<file path="src/rtl/codes.sv">
// Shared CPU encodings: sequencer state and counter helpers.
package codes;

    localparam int unsigned CNT_W = 32;

    typedef enum logic [1:0] {
        FETCH  = 2'd0,
        EXEC1  = 2'd1,
        EXEC2  = 2'd2,
        HALTED = 2'd3
    } state_t;

    localparam logic [CNT_W-1:0] CNT_MAX = {CNT_W{1'b1}};

    // Increment that sticks at all-ones instead of wrapping.
    function automatic logic [CNT_W-1:0] sat_inc(input logic [CNT_W-1:0] v);
        return (v == CNT_MAX) ? v : v + CNT_W'(1);
    endfunction

endpackage

</file>
<file path="src/rtl/stall_watchdog.sv">
// Consecutive-stall watchdog: fires once the run of stall cycles reaches the
// threshold and keeps a sticky timeout flag until reset.
module stall_watchdog
    import codes::*;
#(
    parameter int unsigned WATCHDOG_CYCLES = 1024
) (
    input  logic clk,
    input  logic rst_n,
    input  logic stall_i,
    output logic fire_c_o,
    output logic timeout_o
);

    localparam logic [CNT_W-1:0] LIMIT   = CNT_W'(WATCHDOG_CYCLES);
    localparam logic             ENABLED = (WATCHDOG_CYCLES != 0);

    logic [CNT_W-1:0] run_q, run_d;
    logic             timeout_q, timeout_d;
    logic             fire_c;

    // The edge that closes the WATCHDOG_CYCLES-th stall cycle is the one that halts.
    always_comb begin
        fire_c    = ENABLED & stall_i & (run_q == LIMIT - CNT_W'(1));
        run_d     = stall_i ? sat_inc(run_q) : '0;
        timeout_d = timeout_q | fire_c;
    end

    always_ff @(posedge clk or negedge rst_n) begin
        if (!rst_n) begin
            run_q     <= '0;
            timeout_q <= 1'b0;
        end else begin
            run_q     <= run_d;
            timeout_q <= timeout_d;
        end
    end

    assign fire_c_o  = fire_c;
    assign timeout_o = timeout_q;

endmodule

</file>
<file path="src/rtl/cpu_sequencer.sv">
// Multicycle FETCH/EXEC1/EXEC2 sequencer with halt detection, stall watchdog
// and retire/stall performance counters.
module cpu_sequencer
    import codes::*;
#(
    parameter int unsigned WATCHDOG_CYCLES = 1024
) (
    input  logic             clk,
    input  logic             rst_n,
    input  logic             waitrequest_i,
    input  logic             ram_read_en_i,
    input  logic             ram_write_en_i,
    input  logic             muldiv_busy_i,
    input  logic [CNT_W-1:0] next_pc_i,
    output state_t           state_o,
    output logic             stall_o,
    output logic             active_o,
    output logic             retire_o,
    output logic [CNT_W-1:0] instr_count_o,
    output logic [CNT_W-1:0] stall_cycles_o,
    output logic             timeout_o
);

    state_t           state_q, state_d;
    logic [CNT_W-1:0] instr_q, instr_d;
    logic [CNT_W-1:0] stall_cyc_q, stall_cyc_d;

    logic mem_stall_c;
    logic md_stall_c;
    logic stall_c;
    logic advance_c;
    logic retire_c;
    logic wd_fire_c;

    stall_watchdog #(
        .WATCHDOG_CYCLES(WATCHDOG_CYCLES)
    ) u_watchdog (
        .clk      (clk),
        .rst_n    (rst_n),
        .stall_i  (stall_c),
        .fire_c_o (wd_fire_c),
        .timeout_o(timeout_o)
    );

    // A memory wait only matters when the decoder is actually accessing memory.
    always_comb begin
        mem_stall_c = waitrequest_i & (ram_read_en_i | ram_write_en_i);
        md_stall_c  = (state_q == EXEC2) & muldiv_busy_i;
        stall_c     = (state_q != HALTED) & (mem_stall_c | md_stall_c);
        advance_c   = ~stall_c & (state_q != HALTED);
    end

    always_comb begin
        state_d  = state_q;
        retire_c = 1'b0;
        case (state_q)
            FETCH: begin
                if (advance_c) state_d = EXEC1;
            end
            EXEC1: begin
                if (advance_c) state_d = EXEC2;
            end
            EXEC2: begin
                if (advance_c) begin
                    retire_c = 1'b1;
                    state_d  = (next_pc_i == '0) ? HALTED : FETCH;
                end
            end
            HALTED: begin
                state_d = HALTED;
            end
            default: begin
                state_d = FETCH;
            end
        endcase
        // Watchdog expiry overrides whatever the sequencer wanted to do.
        if (wd_fire_c) state_d = HALTED;
    end

    always_comb begin
        instr_d     = retire_c ? instr_q + CNT_W'(1) : instr_q;
        stall_cyc_d = stall_c ? sat_inc(stall_cyc_q) : stall_cyc_q;
    end

    always_ff @(posedge clk or negedge rst_n) begin
        if (!rst_n) begin
            state_q     <= FETCH;
            instr_q     <= '0;
            stall_cyc_q <= '0;
        end else begin
            state_q     <= state_d;
            instr_q     <= instr_d;
            stall_cyc_q <= stall_cyc_d;
        end
    end

    assign state_o        = state_q;
    assign stall_o        = stall_c;
    assign active_o       = (state_q != HALTED);
    assign retire_o       = retire_c;
    assign instr_count_o  = instr_q;
    assign stall_cycles_o = stall_cyc_q;

endmodule

</file>
<file path="config.mk">
export PLATFORM = sky130hd
export DESIGN_NAME = cpu_sequencer
export DESIGN_NICKNAME = d
export VERILOG_FILES = /design/src/rtl/codes.sv /design/src/rtl/stall_watchdog.sv /design/src/rtl/cpu_sequencer.sv
export SDC_FILE = /design/constraint.sdc
export NUM_CORES = 1
export LEC_CHECK = 0
export BUFFER_PORTS_ARGS = -buffer_cell sky130_fd_sc_hd__buf_2
export CORE_MARGIN = 4
export CORE_UTILIZATION = 50
export DETAILED_ROUTE_END_ITERATION = 8
export PLACE_DENSITY = 0.71
export SETUP_SLACK_MARGIN = 0.05
export SYNTH_ARGS = -nofsm -noshare
export SYNTH_HDL_FRONTEND = slang
export SYNTH_SLANG_ARGS = --single-unit
</file>
<file path="constraint.sdc">
create_clock -name clk -period 4.1 [get_ports clk]
set_input_delay 0.82 -clock clk [delete_from_list [all_inputs] [get_ports clk]]
set_output_delay 0.82 -clock clk [all_outputs]
set_load 0.02 [all_outputs]
</file>
==> run_results.csv, run 1 <==
group,metric,value,unit
routing,drt_iter0_drc,271,
placed_design,dp_hpwl,8190,µm
synth,synth_edf_count,0,
grt,grt.overflow.total,0,
setup_path,critPathMaxFanout,9,
synth,ys.flop_type,"dfrtp_1",
cts,cts-resized-gates,0,
finish,fin_util,60.7,%
floorplanning,rows,36,
timing,finalSetupViolations,0,
timing,final_max_slew_viol_count,0,
cts,cts_tree,"built",
routing,antenna_left,0,
placed_design,numPortBuffers,107,
routing,vias,4273,
floorplanning,core,9820,µm²
finish,final_cells,748,
synth,synth_top_area_cell,"dfrtp_1",
power_and_ir_drop,powerDensity,387,nW/µm²
finish,layout.nets,652,
timing,max_slew_margin,45.2,%
placed_design,gp_congestion,0.828,
setup_path,start_kind,"input pin",
finish,antenna_cells,0,
synth,synth-seq-area-share,48.9,%
cts,cts_max_level,3,
synth,synthesis.area,5070,µm²
run,maxCapViolations,0,
floorplanning,die_width,109,µm
setup_path,cp_data_required_time,3.28,ns
synth,ys_ff_latch,99,
grt,grt_max_degree,48,
cts,clkSinkCount,99,
timing,fin_crit,2.68,ns
floorplanning,die_y,109,µm
timing,fin_ws,1.42,ns
finish,final_common_cell,"buf_2",
cts,insertion_delay,0.36,ns
cts,cts_setup_buffers,0,
run_status,status,"finished clean",
routing,drc,0,
floorplanning,start_util,51.6,%
cts,cts_buffer_depth,2,
synth,synth_fp_nets,542,
min_path,min_path_type,"in -> async",
synth,synth_cells,501,
synth,yosys.area_share.simple,27.3,%
synth,synth_top_family_by_area,"simple AND/OR/NAND/NOR gates",
routing,wl_per_cell,15.1,µm
timing,tns,0,ns
placed_design,pre_cts_ws,1.42,ns
floorplanning,die_area,11800,µm²
finish,mostFrequentLayoutCells,"buf_2, dfrtp_1, nand2_1",
grt,antenna_found_initial,0,
synth,synth_warnings,0,
synth,synth_compound_area_share,8.59,%
setup_path,cp-end-kind,"output pin",
grt,track_usage,19.9,%
cts,hold_buffers,0,
timing,clock_skew,0.0138,ns
routing,viasPerCell,5.71,
setup_path,critPathArrivalTime,1.86,ns
grt,grt_pass1_vias,4061,
finish,areaGrowthSynthToFinish,17.6,%
timing,hold_viol,0,
cts,numCtsBuffers,9,
timing,fin_hold_ws,0.443,ns
finish,drive_gt1_share,23.9,%
timing,worstMarginPinSlew,0.816,ns
synth,async_flop_share,100,%
synth,synth_xor_area_share,11.6,%
synth,synthAdderAreaFrac,0.741,%
timing,finalCritPeriodShare,65.4,%
timing,fmax,0.373,GHz
synth,yosysTopAreaCellShare,48.9,%
power_and_ir_drop,ir_drop,0.000340,V
synth,syn_area_per_cell,10.1,µm²
cts,path_clk_slew,0.10,ns
routing,first_pass_iters,4,
grt,grt_pass1_wl,19000,µm
synth,synthDistinctLibCells,51,
routing,wl,11300,µm
floorplanning,pin_count,108,
cts,cts-root-buf,"clkbuf_8",
placed_design,dp_cells,733,
timing,rsz0062_at_grt,"false",
power_and_ir_drop,leakage,2.78,nW
synth,synth.area.top_cells,"dfrtp_1, xor2_1, xnor2_1, nand4_1, nand3_1",
synth,synthMuxAreaShare,0.642,%
setup_path,setup.worst_path.class,"in -> out",
-- critical path, cell delays in order --
cell	delay (ns)
buf_2	0.10
o21a_1	0.26
nor3_4	0.42
buf_2	0.26
-- cell families (layout without fill, tap and decap cells) --
family | after synthesis | after routing
and+or+nand+nor | 232 | 232
DFF | 99 | 99
AOI/OAI and AO/OA | 71 | 71
xor gates and xnor gates | 67 | 67
buffers and inverters | 26 | 140
adders and majority gates | 3 | 3
muxes | 3 | 3
-- state kept, by name, summed over array words and instances, names as in the netlist --
| register | flops |
|---|---|
| instr_count_o | 32 |
| stall_cycles_o | 32 |
| u_watchdog.run_q | 32 |
| state_o | 2 |
| u_watchdog.timeout_o | 1 |
-- stage by stage --
stage / power (mW) / cell area, µm²
floorplan: 1.44 / 5070
global placement: 1.61 / 5740
detailed placement: 1.63 / 5740
CTS: 2.33 / 5960
global route: 2.44 / 5960
finish: 2.31 / 5960
-- synth_stat cells, types with 7 or more instances --
| master | count |
|---|---|
| nand2_1 | 38 |
| and4_1 | 12 |
| nor4_1 | 21 |
| a21oi_1 | 26 |
| dfrtp_1 | 99 |
| nand3_1 | 31 |
| nor2_1 | 30 |
| clkbuf_1 | 7 |
| xnor2_1 | 32 |
| inv_1 | 14 |
| xor2_1 | 35 |
| nor3_1 | 12 |
| and3_1 | 11 |
| or3_1 | 19 |
| o21ai_0 | 21 |
| nand4_1 | 28 |
-- layout make-up --
| cell class | count | area [µm²] |
|---|---|---|
| flip-flops and latches | 99 | 2480 |
| fillers | 843 | 3860 |
| multi-input cells | 376 | 2480 |
| repair buffers | 111 | 568 |
| clock buffers | 10 | 138 |
| inverters | 14 | 52.6 |
| clock inverters | 5 | 85.1 |
| well taps | 133 | 166 |
-- report_power, final --
group          switching (mW)  leakage [nW]  internal [mW]  total (mW)
clock                   0.341         0.109          0.361       0.702
combinational           0.297          1.36          0.160       0.457
sequential              0.105          1.31           1.04        1.15
total                   0.743          2.78           1.57        2.31
-- worst paths after layout --
kind | from | to | slack, ns | depth (start not counted)
worst max-delay path | ram_write_en_i | retire_o | 1.42 | 4
worst min-delay path | rst_n | instr_count_o[6]$_DFFE_PN0P_ | 0.44 | 1
worst max register to register | u_watchdog.run_q[0]$_DFFE_PN0P_ | u_watchdog.run_q[8]$_DFFE_PN0P_ | 1.59 | 6
worst min register to register | u_watchdog.timeout_o$_DFF_PN0_ | u_watchdog.timeout_o$_DFF_PN0_ | 0.47 | 2
max in group asynchronous | rst_n | u_watchdog.run_q[15]$_DFFE_PN0P_ | 2.82 | 2
min in group clk | u_watchdog.timeout_o$_DFF_PN0_ | u_watchdog.timeout_o$_DFF_PN0_ | 0.47 | 2
-- per-layer routing --
layer | vias up | GRT usage (%) | share of wire, %
met5 | - | 0 | 0
met4 | 0 | 5.05 | 0.66
met3 | 6 | 3.49 | 4.8
met2 | 88 | 32.6 | 50
met1 | 2106 | 27.6 | 45
li1 | 2073 | - | -
(Power assumes the default switching activity.)
==> run 2, diff against run 1 <==
--- a/config.mk
+++ b/config.mk
@@ -5,11 +5,12 @@
 export SDC_FILE = /design/constraint.sdc
 export NUM_CORES = 1
 export LEC_CHECK = 0
+export ABC_AREA = 1
 export BUFFER_PORTS_ARGS = -buffer_cell sky130_fd_sc_hd__buf_2
 export CORE_MARGIN = 4
 export CORE_UTILIZATION = 50
 export DETAILED_ROUTE_END_ITERATION = 8
-export PLACE_DENSITY = 0.71
+export PLACE_DENSITY = 0.69
 export SETUP_SLACK_MARGIN = 0.05
 export SYNTH_ARGS = -nofsm -noshare
 export SYNTH_HDL_FRONTEND = slang
==> constraint.sdc (replaced) <==
create_clock -name clk -period 2.57 [get_ports clk]
set_input_delay 0.514 -clock clk [delete_from_list [all_inputs] [get_ports clk]]
set_output_delay 0.514 -clock clk [all_outputs]
set_load 0.02 [all_outputs]
==> run_results.csv, run 2 <==
group,metric,value,unit
run_status,status,"finished clean",
synth,synthDistinctLibCells,28,
setup_path,critPathArrivalTime,1.80,ns
synth,synthesis.area,6320,µm²
routing,drc,0,
setup_path,critPathMaxStageDelay,0.44,ns
setup_path,reg2reg_slack,0.46,ns
power_and_ir_drop,sw_frac_of_total,24.0,%
power_and_ir_drop,comb_power_share,2.4,%
timing,tns,0,ns
finish,register_area,2480,µm²
setup_path,cp_data_required_time,2.06,ns
cts,cts-resized-gates,0,
synth,synth_warnings,0,
floorplanning,pin_count,108,
grt,track_usage,24.6,%
power_and_ir_drop,ir_drop,0.000294,V
setup_path,cp_cell_sequence,"nor2_1, nand2_1, nand2_1, nand2_1, inv_2, buf_2",
finish,final_cells,1272,
cts,cts_setup_buffers,0,
finish,layout.nets,1140,
timing,fmax,0.432,GHz
setup_path,worst-path-buf-inv,2,
cts,cts-root-buf,"clkbuf_16",
synth,ys.flop_type,"dfrtp_1",
setup_path,critPathMaxFanout,13,
floorplanning,die_width,120,µm
routing,wl_met1,8060,µm
synth,synth_cells,980,
placed_design,numPortBuffers,107,
synth,synth-seq-area-share,39.2,%
cts,cts_tree,"built",
setup_path,cp-end-kind,"output pin",
synth,synth.area.top_cells,"dfrtp_1, nand2_1, nor2_1, nand3_1, inv_1",
floorplanning,die_area,14500,µm²
synth,ys_ff_latch,99,
run,maxCapViolations,0,
finish,antenna_cells,0,
grt,antenna_found_initial,0,
cts,cts_max_level,3,
timing,rsz0062_at_grt,"false",
timing,finalCritPeriodShare,90.1,%
grt,grt_pass1_vias,5972,
setup_path,cpMostUsedCell,"nand2_1",
placed_design,gp_congestion,0.964,
finish,fin_area,7410,µm²
synth,synth_most_common_cell,"nand2_1",
routing,vias,6354,
finish,mostFrequentLayoutCells,"nand2_1, nor2_1, buf_2",
setup_path,crit_family,"simple AND/OR/NAND/NOR gates",
timing,fin_crit,2.31,ns
power_and_ir_drop,p_int,2.27,mW
routing,first_pass_iters,5,
finish,fillerInstances,1229,
min_path,min_path_type,"in -> async",
floorplanning,core,12200,µm²
synth,async_flop_share,100,%
power_and_ir_drop,pwr-share-seq,52.0,%
grt,grt_pass1_wl,28900,µm
routing,drt_iter0_drc,514,
floorplanning,start_util,51.8,%
timing,hold_viol,0,
routing,route.met3.wl,1160,µm
finish,areaGrowthSynthToFinish,17.2,%
finish,drive_gt1_share,14.6,%
timing,final_max_slew_viol_count,0,
timing,fin_hold_ws,0.152,ns
floorplanning,die_y,120,µm
timing,finalSetupViolations,0,
timing,clock_skew,0.00824,ns
synth,synth_top_area_cell,"dfrtp_1",
cts,insertion_delay,0.36,ns
power_and_ir_drop,clkPwrFrac,45.5,%
finish,multi_input_area,3520,µm²
synth,syn_area_per_cell,6.45,µm²
routing,top_layer,"met4",
cts,numCtsBuffers,9,
timing,max_slew_margin,62.0,%
floorplanning,rows,40,
power_and_ir_drop,leakage,3.66,nW
setup_path,cpMaxStageDelayCell,"dfrtp_1",
placed_design,dp_cells,1256,
placed_design,place_area,7110,µm²
cts,path_clk_slew,0.08,ns
cts,clkSinkCount,99,
routing,wl,16800,µm
power_and_ir_drop,power,2.99,mW
routing,antenna_left,0,
synth,yosysTopAreaCellShare,39.2,%
power_and_ir_drop,switching_power,0.718,mW
routing,viasPerCell,5.00,
synth,synth_fp_nets,1021,
cts,cts_buffer_depth,2,
routing,wl_per_cell,13.2,µm
synth,ys_top_cells_by_count,"nand2_1, nor2_1, dfrtp_1, nand3_1, inv_1",
cts,hold_buffers,0,
finish,final_common_cell,"nand2_1",
setup_path,setup.worst_path.class,"reg -> out",
grt,grt_max_degree,44,
placed_design,dp_hpwl,13300,µm
routing,met2_wirelength,7350,µm
setup_path,start_kind,"flip-flop",
power_and_ir_drop,powerDensity,404,nW/µm²
grt,grt.overflow.total,0,
synth,synth_edf_count,0,
timing,worstMarginPinSlew,0.570,ns
[run 2: logic make-up after synthesis]
logic type / Yosys count / synth area share (%)
XOR/XNOR: 36 / 4.99
adder cells (fa/ha/maj): 3 / 0.594
flip-flops: 99 / 39.2
AO/OA/AOI/OAI: 22 / 1.78
buffers and inverters: 77 / 5.07
AND/OR/NAND/NOR: 743 / 48.4
[run 2: routing by layer]
metal,track usage [%],up-vias
li1,-,3280
met1,35.6,2858
met2,37.8,195
met3,5.14,21
met4,5.95,0
met5,0,-
[run 2: area by class of cell]
class | instances | area share, %
clock buffers | 9 | 3.04
clock inverters | 7 | 0.946
inverters | 62 | 3.14
multi-input cells | 804 | 47.6
flip-flops and latches | 99 | 33.4
well taps | 168 | 2.84
repair buffers | 123 | 9.05
[run 2: worst paths after layout]
check,from,end,cells after the start
setup / recovery,state_o[0]$_DFFE_PN0P_,stall_o,6
hold / removal,rst_n,stall_cycles_o[3]$_DFFE_PN0P_,1
setup reg to reg,state_o[0]$_DFFE_PN0P_,stall_cycles_o[11]$_DFFE_PN0P_,8
hold reg to reg,u_watchdog.timeout_o$_DFF_PN0_,u_watchdog.timeout_o$_DFF_PN0_,1
max in group asynchronous,rst_n,u_watchdog.run_q[15]$_DFFE_PN0P_,2
min in group clk,u_watchdog.timeout_o$_DFF_PN0_,u_watchdog.timeout_o$_DFF_PN0_,1
[run 2: through the flow]
stage | setup WS, ns | utilization, %
after floorplan | 0.656 | -
after global placement | 0.546 | 58.3
after detailed placement | 0.441 | 58.3
after CTS | 0.223 | 60.7
after global routing | 0.0694 | 60.7
final | 0.256 | 60.7
[run 2: power groups by stage]
stage / clock [mW] / combinational, mW / sequential, mW
global placement: 0 / 0.0761 / 1.59
CTS: 1.40 / 0.0772 / 1.56
global route: 1.47 / 0.0875 / 1.56
floorplan: 0 / 0.00924 / 1.59
finish: 1.36 / 0.0731 / 1.56
detailed placement: 0 / 0.0771 / 1.59
